<file path="config.mk">
export PLATFORM = sky130hd
export DESIGN_NAME = unified_mem_arbiter
export DESIGN_NICKNAME = d
export VERILOG_FILES = /design/src/rtl/unified_mem_arbiter.sv
export SDC_FILE = /design/constraint.sdc
export NUM_CORES = 1
export LEC_CHECK = 0
export CAP_MARGIN = 20
export CORE_UTILIZATION = 35
export DETAILED_ROUTE_END_ITERATION = 10
export MAX_ROUTING_LAYER = met4
export PLACE_DENSITY = 0.71
export SYNTH_ARGS = -nofsm -noshare
export SYNTH_HDL_FRONTEND = slang
export SYNTH_SLANG_ARGS = --single-unit
</file>
<file path="constraint.sdc">
create_clock -name clk -period 4.3 [get_ports clk]
set_clock_uncertainty 0.05 [all_clocks]
set_input_delay 0.645 -clock clk [delete_from_list [all_inputs] [get_ports clk]]
set_output_delay 0.645 -clock clk [all_outputs]
set_load 0.005 [all_outputs]
</file>
<file path="src/rtl/unified_mem_arbiter.sv">
// Arbitrates one single-port unified memory between instruction fetch and data ports.
// Data has priority, with a bounded streak so that a pending fetch cannot starve.
module unified_mem_arbiter #(
    parameter int unsigned LAT        = 2,
    parameter int unsigned MAX_DFIRST = 4
) (
    input  logic        clk,
    input  logic        reset,

    input  logic        if_req,
    input  logic [31:0] if_addr,
    output logic        if_ack,
    output logic [31:0] if_rdata,

    input  logic        d_req,
    input  logic        d_we,
    input  logic [31:0] d_addr,
    input  logic [31:0] d_wdata,
    output logic        d_ack,
    output logic [31:0] d_rdata,

    output logic        mem_en,
    output logic        mem_we,
    output logic [31:0] mem_addr,
    output logic [31:0] mem_wdata,
    input  logic [31:0] mem_rdata,

    output logic        busy,
    output logic        grant_if,
    output logic        grant_d
);

    localparam int unsigned WCNT_W = (LAT > 1) ? $clog2(LAT) : 1;
    localparam int unsigned DSTR_W = ($clog2(MAX_DFIRST + 1) > 3) ? $clog2(MAX_DFIRST + 1) : 3;
    localparam logic [WCNT_W-1:0] WCNT_INIT = WCNT_W'(LAT - 1);
    localparam logic [DSTR_W-1:0] DSTR_MAX  = DSTR_W'(MAX_DFIRST);

    typedef enum logic [1:0] {
        StIdle,
        StAccess,
        StWait,
        StResp
    } state_t;

    state_t            state_q, state_d;
    logic [WCNT_W-1:0] wcnt_q, wcnt_d;
    logic [DSTR_W-1:0] dstreak_q, dstreak_d;
    logic              grant_if_q, grant_if_d;
    logic              grant_d_q, grant_d_d;
    logic              mem_we_q, mem_we_d;
    logic [31:0]       mem_addr_q, mem_addr_d;
    logic [31:0]       mem_wdata_q, mem_wdata_d;
    logic [31:0]       if_rdata_q, if_rdata_d;
    logic [31:0]       d_rdata_q, d_rdata_d;

    logic              pick_d;
    logic              pick_if;
    logic [DSTR_W-1:0] dstreak_inc;

    // Data wins unless fetch is waiting and data already had its full streak.
    assign pick_d  = d_req && (!if_req || (dstreak_q != DSTR_MAX));
    assign pick_if = if_req && !pick_d;

    assign dstreak_inc = (dstreak_q == DSTR_MAX) ? DSTR_MAX : dstreak_q + DSTR_W'(1);

    always_comb begin
        state_d     = state_q;
        wcnt_d      = wcnt_q;
        dstreak_d   = dstreak_q;
        grant_if_d  = grant_if_q;
        grant_d_d   = grant_d_q;
        mem_we_d    = mem_we_q;
        mem_addr_d  = mem_addr_q;
        mem_wdata_d = mem_wdata_q;
        if_rdata_d  = if_rdata_q;
        d_rdata_d   = d_rdata_q;

        unique case (state_q)
            StIdle: begin
                if (pick_d) begin
                    grant_d_d   = 1'b1;
                    mem_we_d    = d_we;
                    mem_addr_d  = d_addr;
                    mem_wdata_d = d_wdata;
                    dstreak_d   = if_req ? dstreak_inc : '0;
                    state_d     = StAccess;
                end else if (pick_if) begin
                    grant_if_d  = 1'b1;
                    mem_we_d    = 1'b0;
                    mem_addr_d  = if_addr;
                    dstreak_d   = '0;
                    state_d     = StAccess;
                end
            end

            StAccess: begin
                if (mem_we_q) begin
                    state_d = StResp;
                end else begin
                    wcnt_d  = WCNT_INIT;
                    state_d = StWait;
                end
            end

            StWait: begin
                if (wcnt_q == '0) begin
                    if (grant_if_q) begin
                        if_rdata_d = mem_rdata;
                    end else begin
                        d_rdata_d = mem_rdata;
                    end
                    state_d = StResp;
                end else begin
                    wcnt_d = wcnt_q - WCNT_W'(1);
                end
            end

            StResp: begin
                grant_if_d = 1'b0;
                grant_d_d  = 1'b0;
                state_d    = StIdle;
            end

            default: begin
                state_d = StIdle;
            end
        endcase
    end

    always_ff @(posedge clk) begin
        if (!reset) begin
            state_q     <= StIdle;
            wcnt_q      <= '0;
            dstreak_q   <= '0;
            grant_if_q  <= 1'b0;
            grant_d_q   <= 1'b0;
            mem_we_q    <= 1'b0;
            mem_addr_q  <= '0;
            mem_wdata_q <= '0;
            if_rdata_q  <= '0;
            d_rdata_q   <= '0;
        end else begin
            state_q     <= state_d;
            wcnt_q      <= wcnt_d;
            dstreak_q   <= dstreak_d;
            grant_if_q  <= grant_if_d;
            grant_d_q   <= grant_d_d;
            mem_we_q    <= mem_we_d;
            mem_addr_q  <= mem_addr_d;
            mem_wdata_q <= mem_wdata_d;
            if_rdata_q  <= if_rdata_d;
            d_rdata_q   <= d_rdata_d;
        end
    end

    assign mem_en    = (state_q == StAccess);
    assign mem_we    = mem_we_q;
    assign mem_addr  = mem_addr_q;
    assign mem_wdata = mem_wdata_q;

    assign if_ack    = (state_q == StResp) && grant_if_q;
    assign d_ack     = (state_q == StResp) && grant_d_q;
    assign if_rdata  = if_rdata_q;
    assign d_rdata   = d_rdata_q;

    assign busy      = (state_q != StIdle);
    assign grant_if  = grant_if_q;
    assign grant_d   = grant_d_q;

endmodule

</file>
==> results of run 1 <==
-- cell usage after synthesis, types with 2 or more instances --
cell type	count	area, um2
o21ai_1	12	60.1
a31oi_1	34	213
inv_1	8	30.0
nor2b_1	3	18.8
nand2_1	135	507
nand3_1	65	325
ha_1	7	87.6
dfxtp_1	137	2740
nand4_1	2	12.5
buf_6	4	45.0
buf_2	23	115
o21ai_0	86	430
a21oi_1	102	510
buf_1	3	11.3
clkbuf_1	24	90.1
or3b_1	2	17.5
and2_1	4	25.0
nand2b_1	2	12.5
buf_4	10	75.1
nand3b_1	2	15.0
-- placed cells by master, fill, tap and decap left out, types with 2 or more instances in the layout --
master           count
a21oi_1            102
a31oi_1             34
and2_1               4
buf_4               10
bufinv_16            2
clkbuf_16           17
clkbuf_8             5
clkdlybuf4s50_1    267
clkinvlp_4           4
dfxtp_1            137
ha_1                 7
inv_1                7
nand2_1            135
nand2b_1             2
nand3_1             64
nand3b_1             2
nand4_1              2
nor2b_1              3
o21ai_0             86
o21ai_1             12
or3b_1               2
-- critical path, cell delays in order --
cell	delay [ns]
clkdlybuf4s50_1	0.64
nand3_2	0.81
buf_4	0.50
nand3_1	0.10
a31oi_1	0.09
-- cell type report --
class                      count  area share [%]
timing repair buffer         278            31.5
clock inverter                 9            1.28
multi-input combinational    472            27.0
tap                          211            3.00
inverter                       8           0.342
clock buffer                  23            5.66
sequential                   137            31.2
-- logic make-up after synthesis --
family / Yosys count / share of synthesized area [%]
buffers and inverters: 73 / 6.78
adder cells (fa/ha/maj): 7 / 1.60
flip-flops: 137 / 50.1
AND/OR/NAND/NOR: 222 / 18.0
AO/OA/AOI/OAI: 243 / 23.5
-- where the power goes --
part	internal, uW	switching, uW
sequential	1530	142
clock	933	560
combinational	760	645
total	3220	1350
-- registers in the layout, indices dropped and copies added, names as in the netlist --
name       count
state_q        2
d_rdata       32
if_rdata      32
grant_if       1
mem_addr      32
grant_d        1
dstreak_q      3
mem_we         1
mem_wdata     32
wcnt_q         1
-- layer usage --
layer	part of all wire, %	GRT usage [%]	routed length, um
met4	1.7	7.84	282
met3	8.2	7.58	1390
met2	47	34.3	7970
met5	0	-	0
met1	43	26.1	7360
-- worst max path at each step --
| stage | start | to | slack (ns) | cells after the start |
|---|---|---|---|---|
| CTS | state_q[0]$_SDFFE_PN0P_ | busy | 1.69 | 4 |
| detailed placement | if_req | mem_addr[27]$_SDFFE_PN0P_ | 1.25 | 5 |
| global route | if_req | mem_addr[22]$_SDFFE_PN0P_ | 1.51 | 5 |
| finish | if_req | mem_addr[27]$_SDFFE_PN0P_ | 1.71 | 5 |
| floorplan | if_req | mem_addr[12]$_SDFFE_PN0P_ | 2.67 | 6 |
| global placement | if_req | mem_addr[27]$_SDFFE_PN0P_ | 1.31 | 5 |
-- through the flow --
step | std cells | utilization, %
detailed placement | 1106 | 53.6
global placement | 1106 | 53.6
floorplan | 682 | -
CTS | 1138 | 57.6
global route | 1138 | 57.6
finish | 1138 | 57.6
==> flow_summary.json, run 1 <==
{
  "status": "finished, final reports clean",
  "synthToLayoutAreaGrowth_pct": 60.5,
  "ys_seq_area_share_pct": 50.1,
  "drive_gt1_share_pct": 5.07,
  "drt-initial-drc-count": 377,
  "tns_ns": 0,
  "startpoint_type": "primary input",
  "synth_edf_count": 0,
  "n_fill_cell": 1397,
  "gr-total-overflow": 0,
  "cts_setup_buffers": 0,
  "synth_area_mm2": 0.00548,
  "antenna_cells": 0,
  "fin_crit_sh_pct": 60.3,
  "r2r-start": "dstreak_q[0]$_SDFFE_PN0P_",
  "cts_made_buffers": 17,
  "tightest_slew_ns": 1.02,
  "dp_slack_ns": 1.25,
  "min_to": "d_rdata[0]$_SDFFE_PN0P_",
  "portBuffers": 267,
  "cts_root_buffer": "clkbuf_16",
  "dp_hpwl_um": 11400,
  "critPathKind": "primary input to flip-flop",
  "max-slew-margin-rel_pct": 31.8,
  "grt_pass1_vias": 5319,
  "synth_nets": 822,
  "p_per_area_mw_per_mm2": 520,
  "multiInputGateArea_mm2": 0.00238,
  "fin_ws_ns": 1.71,
  "max_cap_viol_count": 0,
  "drc": 0,
  "hp-class": "flip-flop to flip-flop",
  "grt_max_degree": 78,
  "regArea_mm2": 0.00274,
  "r2r_slack_ns": 1.98,
  "vias_per_cell": 4.99,
  "cp_data_arrival_time_ns": 2.79,
  "die_y_um": 127,
  "drv_slew": 0,
  "period_minus_slack_ns": 2.59,
  "die_x_um": 127,
  "ys_types": 37,
  "ys_seq_elements": 137,
  "nNetsFinal": 1054,
  "routed_wirelength_um": 17000,
  "cp-end-kind": "flip-flop",
  "htree_levels": 4,
  "path_max_fanout": 46,
  "grt_pass1_wl_um": 27000,
  "core_mm2": 0.0153,
  "async_reset_ff_share_pct": 0,
  "cts.sink_count": 137,
  "hp-start": "d_rdata[0]$_SDFFE_PN0P_",
  "clkTransAtPathRegs_ns": 0.06,
  "fin_area_mm2": 0.00879,
  "cts_resized": 0,
  "r2r-end": "mem_addr[27]$_SDFFE_PN0P_",
  "insertion_delay_ns": 0.41,
  "synthCells": 682,
  "first_pass_iters": 4,
  "leakage_uw": 0.00305,
  "num_io_pins": 268,
  "via_count": 5678,
  "yosys_most_used_dff": "dfxtp_1",
  "avgSynthCellArea_um2": 8.03,
  "min_path_cells": 2,
  "ant_nets": 0,
  "fin_hold_ws_ns": 0.399,
  "r2r_cells": 6,
  "cts_tree": "done",
  "dieArea_mm2": 0.0162,
  "dpl_cell_area_mm2": 0.00818,
  "rsz0062_at_grt": "false",
  "antenna_found_initial": 0,
  "cts-hold-fix-buffers": 0,
  "required_ns": 4.50,
  "finalWeightedCongestion": 0.790,
  "wl_per_cell_um": 14.9,
  "rows": 45,
  "vdd_drop_max_mv": 0.287,
  "cts_buffer_depth": 2,
  "total_power_uw": 4570,
  "setup_viol": 0,
  "yosysWarningCount": 0,
  "fmaxAchievable_mhz": 386,
  "start_util_pct": 35.9,
  "grt_use_total_pct": 21.9,
  "hold_viol_final": 0
}
(Power assumes the default switching activity.)
==> run 2: changes to the inputs <==
==> constraint.sdc (replaced) <==
create_clock -name clk -period 2.4 [get_ports clk]
set_clock_uncertainty 0.05 [all_clocks]
set_input_delay 0.36 -clock clk [delete_from_list [all_inputs] [get_ports clk]]
set_output_delay 0.36 -clock clk [all_outputs]
set_load 0.005 [all_outputs]
==> flow_summary.json, run 2 (synthesis results as in run 1) <==
{
  "status": "finished, final reports clean",
  "cp_data_arrival_time_ns": 1.79,
  "grt_use_total_pct": 22.2,
  "tns_ns": 0,
  "path_max_fanout": 10,
  "drc": 0,
  "required_ns": 1.99,
  "total_power_uw": 8170,
  "gr-total-overflow": 0,
  "rsz0062_at_grt": "false",
  "crit_path_frequent_cell": "inv_1",
  "max_cap_viol_count": 0,
  "via_count": 5741,
  "num_io_pins": 268,
  "rows": 45,
  "hp-class": "flip-flop to flip-flop",
  "cts_buffer_depth": 2,
  "period_minus_slack_ns": 2.20,
  "multiInputGateArea_mm2": 0.00238,
  "final_cell_mix": "clkdlybuf4s50_1 (267), dfxtp_1 (137), nand2_1 (135)",
  "die_x_um": 127,
  "cts_tree": "done",
  "drt-initial-drc-count": 327,
  "grt_pass1_wl_um": 27400,
  "ant_nets": 0,
  "antenna_found_initial": 0,
  "first_pass_iters": 5,
  "core_mm2": 0.0153,
  "portBuffers": 267,
  "drv_slew": 0,
  "grt_max_degree": 71,
  "dp_hpwl_um": 11700,
  "insertion_delay_ns": 0.41,
  "routed_wirelength_um": 17300,
  "clkTransAtPathRegs_ns": 0.05,
  "crit_chain": "inv_1 -> ha_2 -> inv_1 -> clkdlybuf4s50_1",
  "fmaxAchievable_mhz": 454,
  "slowest_stage": "clkdlybuf4s50_1",
  "cts.sink_count": 137,
  "wl_per_cell_um": 15.1,
  "tightest_slew_ns": 0.389,
  "cp-end-kind": "output pin",
  "cts_root_buffer": "clkbuf_16",
  "drive_gt1_share_pct": 5.67,
  "die_y_um": 127,
  "p_per_area_mw_per_mm2": 920,
  "finalWeightedCongestion": 0.819,
  "start_util_pct": 35.9,
  "vdd_drop_max_mv": 0.543,
  "dieArea_mm2": 0.0162,
  "startpoint_type": "flip-flop",
  "max_stage_delay_ns": 0.54,
  "layout_commonest_cell": "clkdlybuf4s50_1",
  "nNetsFinal": 1063,
  "regArea_mm2": 0.00274,
  "grt_pass1_vias": 5446,
  "n_fill_cell": 1392,
  "hold_viol_final": 0,
  "antenna_cells": 0,
  "htree_levels": 4,
  "cts_made_buffers": 17,
  "critPathKind": "flip-flop to output pin",
  "synthToLayoutAreaGrowth_pct": 62.2,
  "vias_per_cell": 5.01,
  "setup_viol": 0,
  "leakage_uw": 0.00310,
  "cts_setup_buffers": 0,
  "fin_crit_sh_pct": 91.8,
  "max-slew-margin-rel_pct": 74.0
}
[run 2: timing repair]
action                     in CTS  in global routing
gates resized for setup         0                  1
setup endpoints to repair       0                  1
hold buffers                    0                  0
[run 2: stage by stage]
step / std cells / setup slack (ns) / hold slack, ns / instance area, um2 / utilization [%]
2_1_floorplan: 682 / 0.862 / 0.403 / 5480 / -
3_3_place_gp: 1115 / 0.320 / 0.391 / 8310 / 54.5
3_5_place_dp: 1115 / 0.269 / 0.396 / 8310 / 54.5
4_1_cts: 1146 / 0.0646 / 0.404 / 8880 / 58.2
5_1_grt: 1146 / 0.0913 / 0.419 / 8890 / 58.2
6_report: 1146 / 0.198 / 0.401 / 8890 / 58.2
[run 2: area by class of cell]
cell class / count / share of cell area (%)
multi-input combinational: 472 / 26.8
inverter: 8 / 0.338
clock buffer: 24 / 5.42
sequential: 137 / 30.9
clock inverter: 7 / 1.04
tap: 211 / 2.97
timing repair buffer: 287 / 32.6
[run 2: final timing paths]
| path | slack (ns) | end | startpoint | cells past startpoint |
|---|---|---|---|---|
| max | 0.20 | busy | state_q[0]$_SDFFE_PN0P_ | 4 |
| min | 0.40 | if_rdata[6]$_SDFFE_PN0P_ | if_rdata[6]$_SDFFE_PN0P_ | 2 |
| max reg2reg | 0.67 | mem_wdata[24]$_SDFFE_PN0P_ | dstreak_q[0]$_SDFFE_PN0P_ | 6 |
| min reg2reg | 0.40 | if_rdata[6]$_SDFFE_PN0P_ | if_rdata[6]$_SDFFE_PN0P_ | 2 |
[run 2: power by group]
part	total, uW	switching (uW)	leakage [uW]	internal [uW]
Clock	2560	958	0.000272	1600
Combinational	2610	1180	0.00171	1440
Sequential	3000	262	0.00112	2740
Total	8170	2400	0.00310	5780
[run 2: critical path, delay by kind of cell (launching register included)]
family / cells / cell delay (ns)
buf+inv: 3 / 0.73
fa+ha+maj: 1 / 0.27
flops: 1 / 0.38
[run 2: layer usage]
layer  up-vias  wire, um  track usage [%]
met1      2622      7620             27.5
met3        20      1320             5.86
met4         0       280             8.54
li1       2855         -                -
met5         -         0                -
met2       244      8100             34.7
==> run 3: changes to the inputs <==
--- a/config.mk
+++ b/config.mk
@@ -5,11 +5,11 @@
 export SDC_FILE = /design/constraint.sdc
 export NUM_CORES = 1
 export LEC_CHECK = 0
-export CAP_MARGIN = 20
-export CORE_UTILIZATION = 35
+export CORE_UTILIZATION = 42
+export CTS_BUF_LIST = sky130_fd_sc_hd__clkbuf_8
 export DETAILED_ROUTE_END_ITERATION = 10
 export MAX_ROUTING_LAYER = met4
-export PLACE_DENSITY = 0.71
+export PLACE_DENSITY = 0.83
 export SYNTH_ARGS = -nofsm -noshare
 export SYNTH_HDL_FRONTEND = slang
 export SYNTH_SLANG_ARGS = --single-unit
==> flow_summary.json, run 3 (synthesis results as in run 1) <==
{
  "status": "finished, final reports clean",
  "required_ns": 1.99,
  "start_util_pct": 43.2,
  "vdd_drop_max_mv": 0.556,
  "portBuffers": 267,
  "final_cell_mix": "clkdlybuf4s50_1 (267), dfxtp_1 (137), nand2_1 (135)",
  "grt_pass1_wl_um": 25700,
  "vias_per_cell": 5.22,
  "ant_nets": 0,
  "cts_buffer_depth": 2,
  "routed_wirelength_um": 16700,
  "min_path_cells": 2,
  "hp-class": "flip-flop to flip-flop",
  "grt_max_degree": 66,
  "n_fill_cell": 1032,
  "cts_setup_buffers": 0,
  "p_per_area_mw_per_mm2": 887,
  "antenna_found_initial": 0,
  "layout_commonest_cell": "clkdlybuf4s50_1",
  "drive_gt1_share_pct": 6.09,
  "total_power_uw": 7770,
  "setup_viol": 0,
  "r2r-start": "state_q[0]$_SDFFE_PN0P_",
  "cp_data_arrival_time_ns": 1.80,
  "insertion_delay_ns": 0.43,
  "leakage_uw": 0.00306,
  "drv_slew": 0,
  "first_pass_iters": 7,
  "cts_tree": "done",
  "max-slew-margin-rel_pct": 63.8,
  "cts_resized": 0,
  "utilization_pct": 69.1,
  "via_count": 5784,
  "r2r_slack_ns": 0.61,
  "r2r-end": "if_rdata[15]$_SDFFE_PN0P_",
  "synthToLayoutAreaGrowth_pct": 59.8,
  "clkTransAtPathRegs_ns": 0.08,
  "num_io_pins": 268,
  "gr-total-overflow": 0,
  "met2WireLength_um": 8250,
  "nNetsFinal": 1063,
  "die_y_um": 116,
  "tns_ns": 0,
  "grt_use_total_pct": 25.1,
  "hp-start": "d_rdata[18]$_SDFFE_PN0P_",
  "wl_per_cell_um": 15.1,
  "die_x_um": 116,
  "r2r_cells": 6,
  "min_to": "d_rdata[18]$_SDFFE_PN0P_",
  "cts_made_buffers": 17,
  "path_max_fanout": 10,
  "period_minus_slack_ns": 2.21,
  "dpl_cell_area_mm2": 0.00829,
  "wl_met1_um": 6750,
  "hold_viol_final": 0,
  "core_mm2": 0.0127,
  "critPathKind": "flip-flop to output pin",
  "dieArea_mm2": 0.0135,
  "antenna_cells": 0,
  "dp_hpwl_um": 11600,
  "cts_root_buffer": "clkbuf_8",
  "startpoint_type": "flip-flop",
  "top_layer": "met4",
  "fin_crit_sh_pct": 92.0,
  "grt_pass1_vias": 5283,
  "cp-end-kind": "output pin",
  "wl_met3_um": 1360,
  "cts.sink_count": 137,
  "drt-initial-drc-count": 454,
  "max_cap_viol_count": 0,
  "finalWeightedCongestion": 0.781,
  "tightest_slew_ns": 0.542,
  "cts-hold-fix-buffers": 0,
  "rsz0062_at_grt": "false",
  "fmaxAchievable_mhz": 453,
  "htree_levels": 4,
  "drc": 0,
  "fin_area_mm2": 0.00875,
  "rows": 41
}
==> run 3: cell count changes in the layout (fill, tap and decap cells not counted) <==
cell and delta:
inv_1 +1, clkbuf_16 -17, clkinv_2 +1, clkinv_4 +1, clkbuf_1 -4, buf_4 -2
bufinv_16 +3, buf_12 +2, clkbuf_8 +16
==> run 3: worst max path at each step <==
stage | start | end | slack (ns) | cells past startpoint
after floorplan | state_q[0]$_SDFFE_PN0P_ | mem_addr[12]$_SDFFE_PN0P_ | 0.86 | 8
after global placement | if_req | mem_wdata[18]$_SDFFE_PN0P_ | 0.32 | 5
after detailed placement | if_req | mem_wdata[18]$_SDFFE_PN0P_ | 0.29 | 5
after CTS | state_q[0]$_SDFFE_PN0P_ | busy | 0.04 | 4
after global routing | state_q[0]$_SDFFE_PN0P_ | busy | 0.06 | 4
final | state_q[0]$_SDFFE_PN0P_ | busy | 0.19 | 4
==> run 3: power by group <==
group | internal, uW | switching, uW
clock network | 1280 | 889
registers | 2730 | 252
logic | 1430 | 1170
==> run 3: metrics by stage <==
| step | instances | setup WS (ns) | hold WS [ns] |
|---|---|---|---|
| 6_report | 1108 | 0.193 | 0.402 |
| 3_3_place_gp | 1076 | 0.324 | 0.391 |
| 2_1_floorplan | 682 | 0.862 | 0.403 |
| 3_5_place_dp | 1076 | 0.290 | 0.396 |
| 4_1_cts | 1108 | 0.0360 | 0.405 |
| 5_1_grt | 1108 | 0.0567 | 0.414 |
==> run 3: area by class of cell <==
| cell class | instances | area (um2) | area share [%] |
|---|---|---|---|
| Clock inverter | 13 | 200 | 2.29 |
| Timing Repair Buffer | 287 | 2920 | 33.4 |
| Multi-Input combinational cell | 472 | 2380 | 27.2 |
| Tap cell | 172 | 215 | 2.46 |
| Clock buffer | 19 | 262 | 2.99 |
| Sequential cell | 137 | 2740 | 31.3 |
| Inverter | 8 | 30.0 | 0.343 |
==> run 3: worst max-delay path, cell delays in order (launching register included) <==
cell	delay [ns]
dfxtp_1	0.39
inv_1	0.11
ha_2	0.27
inv_1	0.07
clkdlybuf4s50_1	0.52
==> run 3: metal layers <==
layer  track usage (%)  up-vias
met4              10.0        0
met2              42.2      240
met3              6.69       23
met5                 -        -
li1                  -     2852
met1              28.5     2669
